`src/rtl/mips_ctrl_pkg.sv`:
```
// Shared encodings for the multi-cycle MIPS control path: state codes, opcodes,
// ALU operation codes and datapath mux selects.
package mips_ctrl_pkg;

  typedef enum logic [3:0] {
    S_FETCH    = 4'd0,
    S_DECODE   = 4'd1,
    S_MEM_ADDR = 4'd2,
    S_MEM_RD   = 4'd3,
    S_MEM_WB   = 4'd4,
    S_MEM_WR   = 4'd5,
    S_EXEC_R   = 4'd6,
    S_ALU_WB   = 4'd7,
    S_BRANCH   = 4'd8,
    S_JUMP     = 4'd9,
    S_EXEC_I   = 4'd10,
    S_IMM_WB   = 4'd11
  } state_t;

  localparam logic [5:0] OP_RTYPE = 6'h00;
  localparam logic [5:0] OP_J     = 6'h02;
  localparam logic [5:0] OP_BEQ   = 6'h04;
  localparam logic [5:0] OP_BNE   = 6'h05;
  localparam logic [5:0] OP_ADDI  = 6'h08;
  localparam logic [5:0] OP_SLTI  = 6'h0A;
  localparam logic [5:0] OP_ANDI  = 6'h0C;
  localparam logic [5:0] OP_ORI   = 6'h0D;
  localparam logic [5:0] OP_LUI   = 6'h0F;
  localparam logic [5:0] OP_LW    = 6'h23;
  localparam logic [5:0] OP_SW    = 6'h2B;

  localparam logic [2:0] ALU_ADD   = 3'd0;
  localparam logic [2:0] ALU_SUB   = 3'd1;
  localparam logic [2:0] ALU_FUNCT = 3'd2;
  localparam logic [2:0] ALU_AND   = 3'd3;
  localparam logic [2:0] ALU_OR    = 3'd4;
  localparam logic [2:0] ALU_SLT   = 3'd5;
  localparam logic [2:0] ALU_LUI   = 3'd6;

  localparam logic [1:0] SRC_B_REG     = 2'd0;
  localparam logic [1:0] SRC_B_FOUR    = 2'd1;
  localparam logic [1:0] SRC_B_IMM     = 2'd2;
  localparam logic [1:0] SRC_B_IMM_SH2 = 2'd3;

  localparam logic [1:0] PC_SRC_ALU    = 2'd0;
  localparam logic [1:0] PC_SRC_ALUOUT = 2'd1;
  localparam logic [1:0] PC_SRC_JUMP   = 2'd2;

  typedef struct packed {
    logic       pc_write;
    logic       i_or_d;
    logic       mem_read;
    logic       mem_write;
    logic       ir_write;
    logic       reg_write;
    logic       reg_dst;
    logic       mem_to_reg;
    logic       alu_src_a;
    logic [1:0] alu_src_b;
    logic [2:0] alu_op;
    logic [1:0] pc_source;
    logic       illegal_op;
  } ctrl_t;

  function automatic logic is_known_op(input logic [5:0] op);
    return op inside {OP_RTYPE, OP_J, OP_BEQ, OP_BNE, OP_ADDI, OP_SLTI,
                      OP_ANDI, OP_ORI, OP_LUI, OP_LW, OP_SW};
  endfunction

  function automatic logic [2:0] imm_alu_op(input logic [5:0] op);
    case (op)
      OP_SLTI: return ALU_SLT;
      OP_ANDI: return ALU_AND;
      OP_ORI:  return ALU_OR;
      OP_LUI:  return ALU_LUI;
      default: return ALU_ADD;
    endcase
  endfunction

endpackage

```
`src/rtl/mips_multi_cycle_ctrl.sv`:
```
// Main control FSM of the multi-cycle MIPS core, with instruction and cycle
// counters for CPI reporting.
module mips_multi_cycle_ctrl
  import mips_ctrl_pkg::*;
(
  input  logic        clk,
  input  logic        reset,
  input  logic [5:0]  opcode,
  input  logic [5:0]  funct,
  input  logic        zero,
  input  logic        mem_ready,
  output logic        pc_write,
  output logic        i_or_d,
  output logic        mem_read,
  output logic        mem_write,
  output logic        ir_write,
  output logic        reg_write,
  output logic        reg_dst,
  output logic        mem_to_reg,
  output logic        alu_src_a,
  output logic [1:0]  alu_src_b,
  output logic [2:0]  alu_op,
  output logic [1:0]  pc_source,
  output logic        illegal_op,
  output logic [3:0]  state,
  output logic [31:0] instr_count,
  output logic [31:0] cycle_count
);

  state_t state_reg, state_next;
  ctrl_t  ctrl;

  // funct is decoded by the downstream ALU control, not by this FSM.
  logic funct_unused;
  assign funct_unused = ^funct;

  always_ff @(posedge clk or posedge reset) begin
    if (reset) begin
      state_reg   <= S_FETCH;
      instr_count <= '0;
      cycle_count <= '0;
    end else begin
      state_reg   <= state_next;
      cycle_count <= cycle_count + 32'd1;
      if (state_reg == S_FETCH && mem_ready)
        instr_count <= instr_count + 32'd1;
    end
  end

  always_comb begin
    state_next = S_FETCH;
    case (state_reg)
      S_FETCH:    state_next = mem_ready ? S_DECODE : S_FETCH;
      S_DECODE: begin
        case (opcode)
          OP_RTYPE:                                state_next = S_EXEC_R;
          OP_LW, OP_SW:                            state_next = S_MEM_ADDR;
          OP_BEQ, OP_BNE:                          state_next = S_BRANCH;
          OP_J:                                    state_next = S_JUMP;
          OP_ADDI, OP_SLTI, OP_ANDI, OP_ORI, OP_LUI: state_next = S_EXEC_I;
          default:                                 state_next = S_FETCH;
        endcase
      end
      S_MEM_ADDR: state_next = (opcode == OP_SW) ? S_MEM_WR : S_MEM_RD;
      S_MEM_RD:   state_next = mem_ready ? S_MEM_WB : S_MEM_RD;
      S_MEM_WR:   state_next = mem_ready ? S_FETCH : S_MEM_WR;
      S_EXEC_R:   state_next = S_ALU_WB;
      S_EXEC_I:   state_next = S_IMM_WB;
      default:    state_next = S_FETCH;
    endcase
  end

  always_comb begin
    ctrl = '0;
    case (state_reg)
      S_FETCH: begin
        ctrl.mem_read  = 1'b1;
        ctrl.alu_src_b = SRC_B_FOUR;
        ctrl.alu_op    = ALU_ADD;
        ctrl.pc_source = PC_SRC_ALU;
        ctrl.ir_write  = mem_ready;
        ctrl.pc_write  = mem_ready;
      end
      S_DECODE: begin
        ctrl.alu_src_b  = SRC_B_IMM_SH2;
        ctrl.alu_op     = ALU_ADD;
        ctrl.illegal_op = ~is_known_op(opcode);
      end
      S_MEM_ADDR: begin
        ctrl.alu_src_a = 1'b1;
        ctrl.alu_src_b = SRC_B_IMM;
        ctrl.alu_op    = ALU_ADD;
      end
      S_MEM_RD: begin
        ctrl.mem_read = 1'b1;
        ctrl.i_or_d   = 1'b1;
      end
      S_MEM_WB: begin
        ctrl.reg_write  = 1'b1;
        ctrl.mem_to_reg = 1'b1;
      end
      S_MEM_WR: begin
        ctrl.mem_write = 1'b1;
        ctrl.i_or_d    = 1'b1;
      end
      S_EXEC_R: begin
        ctrl.alu_src_a = 1'b1;
        ctrl.alu_src_b = SRC_B_REG;
        ctrl.alu_op    = ALU_FUNCT;
      end
      S_ALU_WB: begin
        ctrl.reg_write = 1'b1;
        ctrl.reg_dst   = 1'b1;
      end
      S_EXEC_I: begin
        ctrl.alu_src_a = 1'b1;
        ctrl.alu_src_b = SRC_B_IMM;
        ctrl.alu_op    = imm_alu_op(opcode);
      end
      S_IMM_WB: ctrl.reg_write = 1'b1;
      S_BRANCH: begin
        ctrl.alu_src_a = 1'b1;
        ctrl.alu_src_b = SRC_B_REG;
        ctrl.alu_op    = ALU_SUB;
        ctrl.pc_source = PC_SRC_ALUOUT;
        ctrl.pc_write  = zero ^ (opcode == OP_BNE);
      end
      S_JUMP: begin
        ctrl.pc_source = PC_SRC_JUMP;
        ctrl.pc_write  = 1'b1;
      end
      default: ctrl = '0;
    endcase
    // Reset silences the datapath immediately, even mid-access.
    if (reset)
      ctrl = '0;
  end

  assign pc_write   = ctrl.pc_write;
  assign i_or_d     = ctrl.i_or_d;
  assign mem_read   = ctrl.mem_read;
  assign mem_write  = ctrl.mem_write;
  assign ir_write   = ctrl.ir_write;
  assign reg_write  = ctrl.reg_write;
  assign reg_dst    = ctrl.reg_dst;
  assign mem_to_reg = ctrl.mem_to_reg;
  assign alu_src_a  = ctrl.alu_src_a;
  assign alu_src_b  = ctrl.alu_src_b;
  assign alu_op     = ctrl.alu_op;
  assign pc_source  = ctrl.pc_source;
  assign illegal_op = ctrl.illegal_op;
  assign state      = state_reg;

endmodule

```
`config.mk`:
```
export PLATFORM = sky130hd
export DESIGN_NAME = mips_multi_cycle_ctrl
export DESIGN_NICKNAME = d
export VERILOG_FILES = /design/src/rtl/mips_ctrl_pkg.sv /design/src/rtl/mips_multi_cycle_ctrl.sv
export SDC_FILE = /design/constraint.sdc
export NUM_CORES = 1
export LEC_CHECK = 0
export BUFFER_PORTS_ARGS = -buffer_cell sky130_fd_sc_hd__buf_2
export CORE_MARGIN = 1.5
export CORE_UTILIZATION = 47
export DETAILED_ROUTE_END_ITERATION = 6
export PLACE_DENSITY = 0.76
export SLEW_MARGIN = 10
export SYNTH_ARGS = -nofsm -noshare
export SYNTH_HDL_FRONTEND = slang
export SYNTH_SLANG_ARGS = --single-unit
```
`constraint.sdc`:
```
create_clock -name clk -period 3 [get_ports clk]
set_input_delay 0.45 -clock clk [delete_from_list [all_inputs] [get_ports clk]]
set_output_delay 0.45 -clock clk [all_outputs]
set_load 0.01 [all_outputs]
```
==> results.toml, run 1 <==
[outcome]
outcome = "complete, no violations"

[timing]
tightestPinTransition_ns = 0.8448
skew_ns = 0.01385
rsz0062_at_grt = "no"
finalSetupTns_ns = 0
slew_headroom_pct = 43.68
fin_ws_ns = 0.4201
setup_viol = 0
fin_crit_ns = 2.580
slew_violations = 0
timing.final.crit_share_pct = 86.00
finalHoldViolCount = 0
fmax_mhz = 387.6
whs_ns = 0.4705

[drt]
finalWirelength_um = 7737
postRouteAntennaNets = 0
drt_iter0_drc = 115
first_pass_iters = 4
vias_per_cell = 5.371
vias = 2965
drc = 0
routedWlPerCell_um = 14.02

[yosys]
postSynthNetCount = 373
yosys-top-cells-area = "dfrtp_1 (48%), xnor2_1 (8.7%), xor2_1 (6.9%)"
syn_area_um2 = 3530
synth.area.mux_share_pct = 0.3190
synth-simple-area-share_pct = 26.66
synth-edff-count = 0
synthCells = 355
synth-seq-area-share_pct = 48.21
synthTopCellsByCount = "dfrtp_1 (68), xnor2_1 (35), nor3_1 (30)"
synth-seq-cells = 68
post-synth-top-count-cell = "dfrtp_1"
synth_top_family_by_area = "simple AND/OR/NAND/NOR gates"
synth_compound_area_share_pct = 4.750
ys.flop_type = "dfrtp_1"
ys_warn_count = 0
yosysTopAreaCell = "dfrtp_1"
synth_top_area_share_pct = 48.21
synth.avg_cell_area_um2 = 9.943
synth-async-reset-ratio_pct = 100.0
yosys.area_share.xor_xnor_pct = 16.09
synth_cell_types = 45
synth_fa_ha_area_share_pct = 0.7090

[power_and_ir_drop]
cellPowerDensity_nw_per_um2 = 568.2
seq_power_share_pct = 43.7
clkPwrFrac_pct = 34.5
combPwrFrac_pct = 21.8
power_leakage_uw = 0.002107
swShare_pct = 31.39
ir_drop_mv = 0.3404
p_int_uw = 1680
switchingPower_uw = 768.8

[place]
pre_cts_slack_ns = 0.7007
globalplace.congestion = 0.8889
port_buffers = 94
place_hpwl_um = 5512
placed_area_um2 = 4088
placed_cells = 536

[clock_tree]
insertion_delay_ns = 0.35
numCtsBuffers = 9
cts_tree = "yes"
htreeDepth = 3
hold_buffers = 0
cts_setup_buffers = 0
cts_buffer_depth = 2
cts_root_buffer = "clkbuf_8"
cts.clk_slew.worst_paths_ns = 0.08
post_cts_resized = 0
cts.sinks = 68

[grt]
grt_max_degree = 69
grtUsageTotal_pct = 19.63
grt_pass1_wl_um = 12200
grt-ovfl-total = 0
antenna_found_initial = 0
grt_pass1_vias = 2626

[die]
die_h_um = 89.66
core_um2 = 7253
initial_core_util_pct = 48.66
ios = 101
dieArea_um2 = 8039
placementRows = 31
fp.dieW_um = 89.66

[layout]
drive_gt1_share_pct = 28.26
fin_area_um2 = 4310
syn_to_final_growth_pct = 22.12
nets = 466
diodes = 0
layout.cells.non_filler = 552

[critical_path]
cp_slowest_cell = "dfrtp_1"
cp_top_family = "simple AND/OR/NAND/NOR gates"
path_class = "flip-flop to primary output"
worst-path-buf-inv = 1
critPathRequiredTime_ns = 2.55
slowest_delay_ns = 0.56
cp_max_fo = 16
critPathCaptureType = "primary output"
cp_cell_sequence = "nand2b_1 -> or4_1 -> a211oi_1 -> buf_2"
worstPathArrival_ns = 2.13
start_kind = "flip-flop"

[flow_run]
drv_cap = 0

[worst_hold_path]
min_path_type = "flip-flop to flip-flop"
==> per-layer routing <==
metal  vias up  track usage (%)  wire, um
met4         0            8.811       123
met3        12            4.205       339
met5         -                0         0
met2        78            30.53      3543
met1      1434            26.37      3730
li1       1441                -         -
==> placed cells by master, fill, tap and decap left out, types with 2 or more instances in the layout <==
| master | Yosys | layout |
|---|---|---|
| buf_2 | 2 | 94 |
| dfrtp_1 | 68 | 68 |
| xnor2_1 | 35 | 35 |
| nor3_1 | 30 | 30 |
| xor2_1 | 28 | 28 |
| nand3_1 | 25 | 25 |
| nand2_1 | 22 | 22 |
| nor2_1 | 19 | 19 |
| nand4_1 | 14 | 14 |
| inv_1 | 12 | 11 |
| and4_1 | 9 | 9 |
| clkbuf_8 | 0 | 9 |
| nor4_1 | 8 | 8 |
| nand2b_1 | 7 | 7 |
| o21ai_0 | 7 | 7 |
| a21oi_1 | 6 | 6 |
| and3_1 | 4 | 4 |
| or2_2 | 4 | 4 |
| nor4b_1 | 4 | 4 |
| or3_1 | 4 | 4 |
| buf_4 | 0 | 4 |
| or4_1 | 3 | 3 |
| or4_4 | 2 | 2 |
| nor4_2 | 2 | 2 |
| or3b_2 | 2 | 2 |
| nor2b_1 | 2 | 2 |
| a211o_1 | 2 | 2 |
| clkinvlp_4 | 0 | 2 |
| o21a_1 | 2 | 2 |
| a211oi_1 | 2 | 2 |
| ha_1 | 2 | 2 |
| bufinv_16 | 0 | 2 |
| clkinv_4 | 0 | 2 |
==> cells by family (layout without fill, tap and decap cells) <==
| group | after synthesis | in the layout |
|---|---|---|
| xor gates and xnor gates | 64 | 64 |
| and+or+nand+nor | 166 | 166 |
| muxes | 1 | 1 |
| adders and majority gates | 2 | 2 |
| AOI/OAI and AO/OA | 26 | 26 |
| DFF | 68 | 68 |
| buffers and inverters | 28 | 126 |
==> worst reg2reg max path: stages, from the launching register on <==
cell and delay [ns]:
dfrtp_1 0.56, or3b_2 0.58, or4_1 0.68, nor3_1 0.25
xor2_1 0.17
==> power groups by stage <==
stage | registers (uW) | clock network, uW | logic [uW]
floorplan | 1090 | 0 | 352
finish | 1070 | 846 | 533
detailed placement | 1090 | 0 | 534
global placement | 1090 | 0 | 524
global route | 1080 | 903 | 597
CTS | 1070 | 862 | 535
==> per-stage QoR <==
| step | utilization (%) | total power, uW |
|---|---|---|
| after detailed placement | 56.36 | 1623 |
| after global placement | 56.36 | 1611 |
| after CTS | 59.43 | 2468 |
| after global routing | 59.43 | 2583 |
| final | 59.43 | 2449 |
| after floorplan | - | 1447 |
==> layout make-up <==
| type | instances | area [um2] |
|---|---|---|
| fill | 636 | 2943 |
| multi-input combinational | 259 | 1713 |
| sequential | 68 | 1702 |
| timing repair buffer | 98 | 500.5 |
| clock buffer | 9 | 123.9 |
| tap | 99 | 123.9 |
| clock inverter | 7 | 98.84 |
| inverter | 12 | 48.80 |
==> path summary, 6_finish.rpt <==
| path | start | to | slack, ns | cells past startpoint |
|---|---|---|---|---|
| min | cycle_count[31] | cycle_count[31] | 0.47 | 1 |
| max reg2reg | state[2] | instr_count[20] | 0.70 | 4 |
| min in group asynchronous | reset | state[3] | 0.52 | 3 |
| max | state[2] | alu_op[1] | 0.42 | 4 |
| max in group asynchronous | reset | cycle_count[18] | 1.93 | 3 |
| min reg2reg | cycle_count[31] | cycle_count[31] | 0.47 | 1 |
Note: power is estimated with default switching activity, not from simulation.
==> run 2: changes to the inputs <==
Settings changed: ABC_AREA from default to 1, CORE_UTILIZATION 47 to 49, PLACE_DENSITY 0.76 to 0.77.
==> run 2 against run 1 <==
Effect of this change:
- setup slack improved by 0.30 ns
- global-route usage increased by 5.0 points
- fmax increased by 13%
- register-to-register slack improved by 0.69 ns
- critical path type unchanged
==> results.toml, run 2 <==
[outcome]
outcome = "complete, no violations"

[layout]
layout.cells.non_filler = 772
post-route-util_pct = 59.67
nFillCells = 760
register_area_um2 = 1702
layout_common_cells = "nand2_1 (172), buf_2 (94), nor2_1 (83)"
drive_gt1_share_pct = 19.34
final_common_cell = "nand2_1"
multi_input_area_um2 = 2103
nets = 680
diodes = 0
syn_to_final_growth_pct = 19.28

[clock_tree]
post_cts_resized = 0
cts_root_buffer = "clkbuf_8"
cts.sinks = 68
hold_buffers = 0
numCtsBuffers = 9
cts_setup_buffers = 0
insertion_delay_ns = 0.35
htreeDepth = 3
cts_buffer_depth = 2
cts.clk_slew.worst_paths_ns = 0.08
cts_tree = "yes"

[grt]
grt_pass1_vias = 3750
grt-ovfl-total = 0
grtUsageTotal_pct = 24.60
grt_pass1_wl_um = 17180
grt_max_degree = 49
antenna_found_initial = 0

[yosys]
synth.avg_cell_area_um2 = 7.292
syn_area_um2 = 4069
synthCells = 558
synth-seq-cells = 68
yosys-top-cells-area = "dfrtp_1 (42%), nand2_1 (16%), nor2_1 (7.7%)"
synthTopCellsByCount = "nand2_1 (172), nor2_1 (83), dfrtp_1 (68), inv_1 (68), nand3_1 (35)"
yosysTopAreaCell = "dfrtp_1"
ys_warn_count = 0
synth_top_area_share_pct = 41.82
post-synth-top-count-cell = "nand2_1"
synth-edff-count = 0
synth-async-reset-ratio_pct = 100.0
synth_cell_types = 30
postSynthNetCount = 576
ys.flop_type = "dfrtp_1"
synth-seq-area-share_pct = 41.82

[critical_path]
path_class = "flip-flop to primary output"
start_kind = "flip-flop"
critPathCaptureType = "primary output"
critPathRequiredTime_ns = 2.55
worstPathArrival_ns = 1.83
cp_max_fo = 5

[timing]
setup_viol = 0
slew_headroom_pct = 59.99
timing.final.crit_share_pct = 76.15
finalSetupTns_ns = 0
fmax_mhz = 437.7
fin_crit_ns = 2.285
slew_violations = 0
fin_ws_ns = 0.7155
skew_ns = 0.01063
tightestPinTransition_ns = 0.6001
finalHoldViolCount = 0
rsz0062_at_grt = "no"

[die]
dieArea_um2 = 8860
core_um2 = 8134
ios = 101
die_h_um = 94.13
fp.dieW_um = 94.13
placementRows = 33
initial_core_util_pct = 50.02

[drt]
drc = 0
drt_iter0_drc = 196
vias_per_cell = 5.150
first_pass_iters = 4
routedWlPerCell_um = 13.06
vias = 3976
postRouteAntennaNets = 0
finalWirelength_um = 10090

[place]
pre_cts_slack_ns = 0.8658
place_hpwl_um = 7808
port_buffers = 94
placed_cells = 756
globalplace.congestion = 0.9520

[power_and_ir_drop]
cellPowerDensity_nw_per_um2 = 473.2
ir_drop_mv = 0.3793
power_leakage_uw = 0.002533

[flow_run]
drv_cap = 0

[worst_hold_path]
min_path_type = "input port to asynchronous set/reset pin"
## run 2: worst max-delay path, stage by stage (launching register included)
cell and delay (ns):
dfrtp_1 0.47, inv_1 0.09, nor2_1 0.20, nand2_1 0.17, inv_1 0.12, nand2_1 0.08, nor3_1 0.20, buf_2 0.16
## run 2: power by group
| group | internal, uW | switching [uW] |
|---|---|---|
| Clock | 380 | 355 |
| Combinational | 175 | 331 |
| Sequential | 969 | 86.2 |
| Total | 1520 | 772 |
## run 2: layout make-up
class | count | area share, %
multi-input cells | 420 | 43.34
flip-flops and latches | 68 | 35.06
repair buffers | 95 | 9.848
inverters | 68 | 5.259
clock buffers | 11 | 2.707
well taps | 105 | 2.707
clock inverters | 5 | 1.083
## run 2: final timing paths
path	cells past startpoint	startpoint	end	slack, ns
min reg2reg	1	cycle_count[0]	cycle_count[0]	0.49
min in group clk	1	cycle_count[0]	cycle_count[0]	0.49
max reg2reg	8	cycle_count[0]	cycle_count[30]	1.39
max in group asynchronous	3	reset	instr_count[0]	1.80
max	7	state[0]	illegal_op	0.72
min	2	reset	cycle_count[5]	0.22
## run 2: cell families after synthesis
group / share of synthesized area [%]
adder cells (fa/ha/maj): 0.6149
AND/OR/NAND/NOR: 41.42
buffers and inverters: 6.488
XOR/XNOR: 7.103
AO/OA/AOI/OAI: 2.552
flip-flops: 41.82
## run 2: metal layers
| metal | vias up | global-route usage [%] | routed length (um) |
|---|---|---|---|
| li1 | 1981 | - | - |
| met5 | - | 0 | 0 |
| met3 | 21 | 4.045 | 444 |
| met2 | 120 | 41.79 | 5024 |
| met1 | 1854 | 31.33 | 4392 |
| met4 | 0 | 9.204 | 224 |
## run 2: through the flow
step / hold WS, ns / cell area, um2 / total power [uW]
floorplan: 0.5002 / 4069 / 1393
finish: 0.2176 / 4853 / 2297
CTS: 0.2341 / 4853 / 2311
global route: 0.2684 / 4853 / 2422
detailed placement: 0.4820 / 4669 / 1576
global placement: 0.4545 / 4669 / 1560
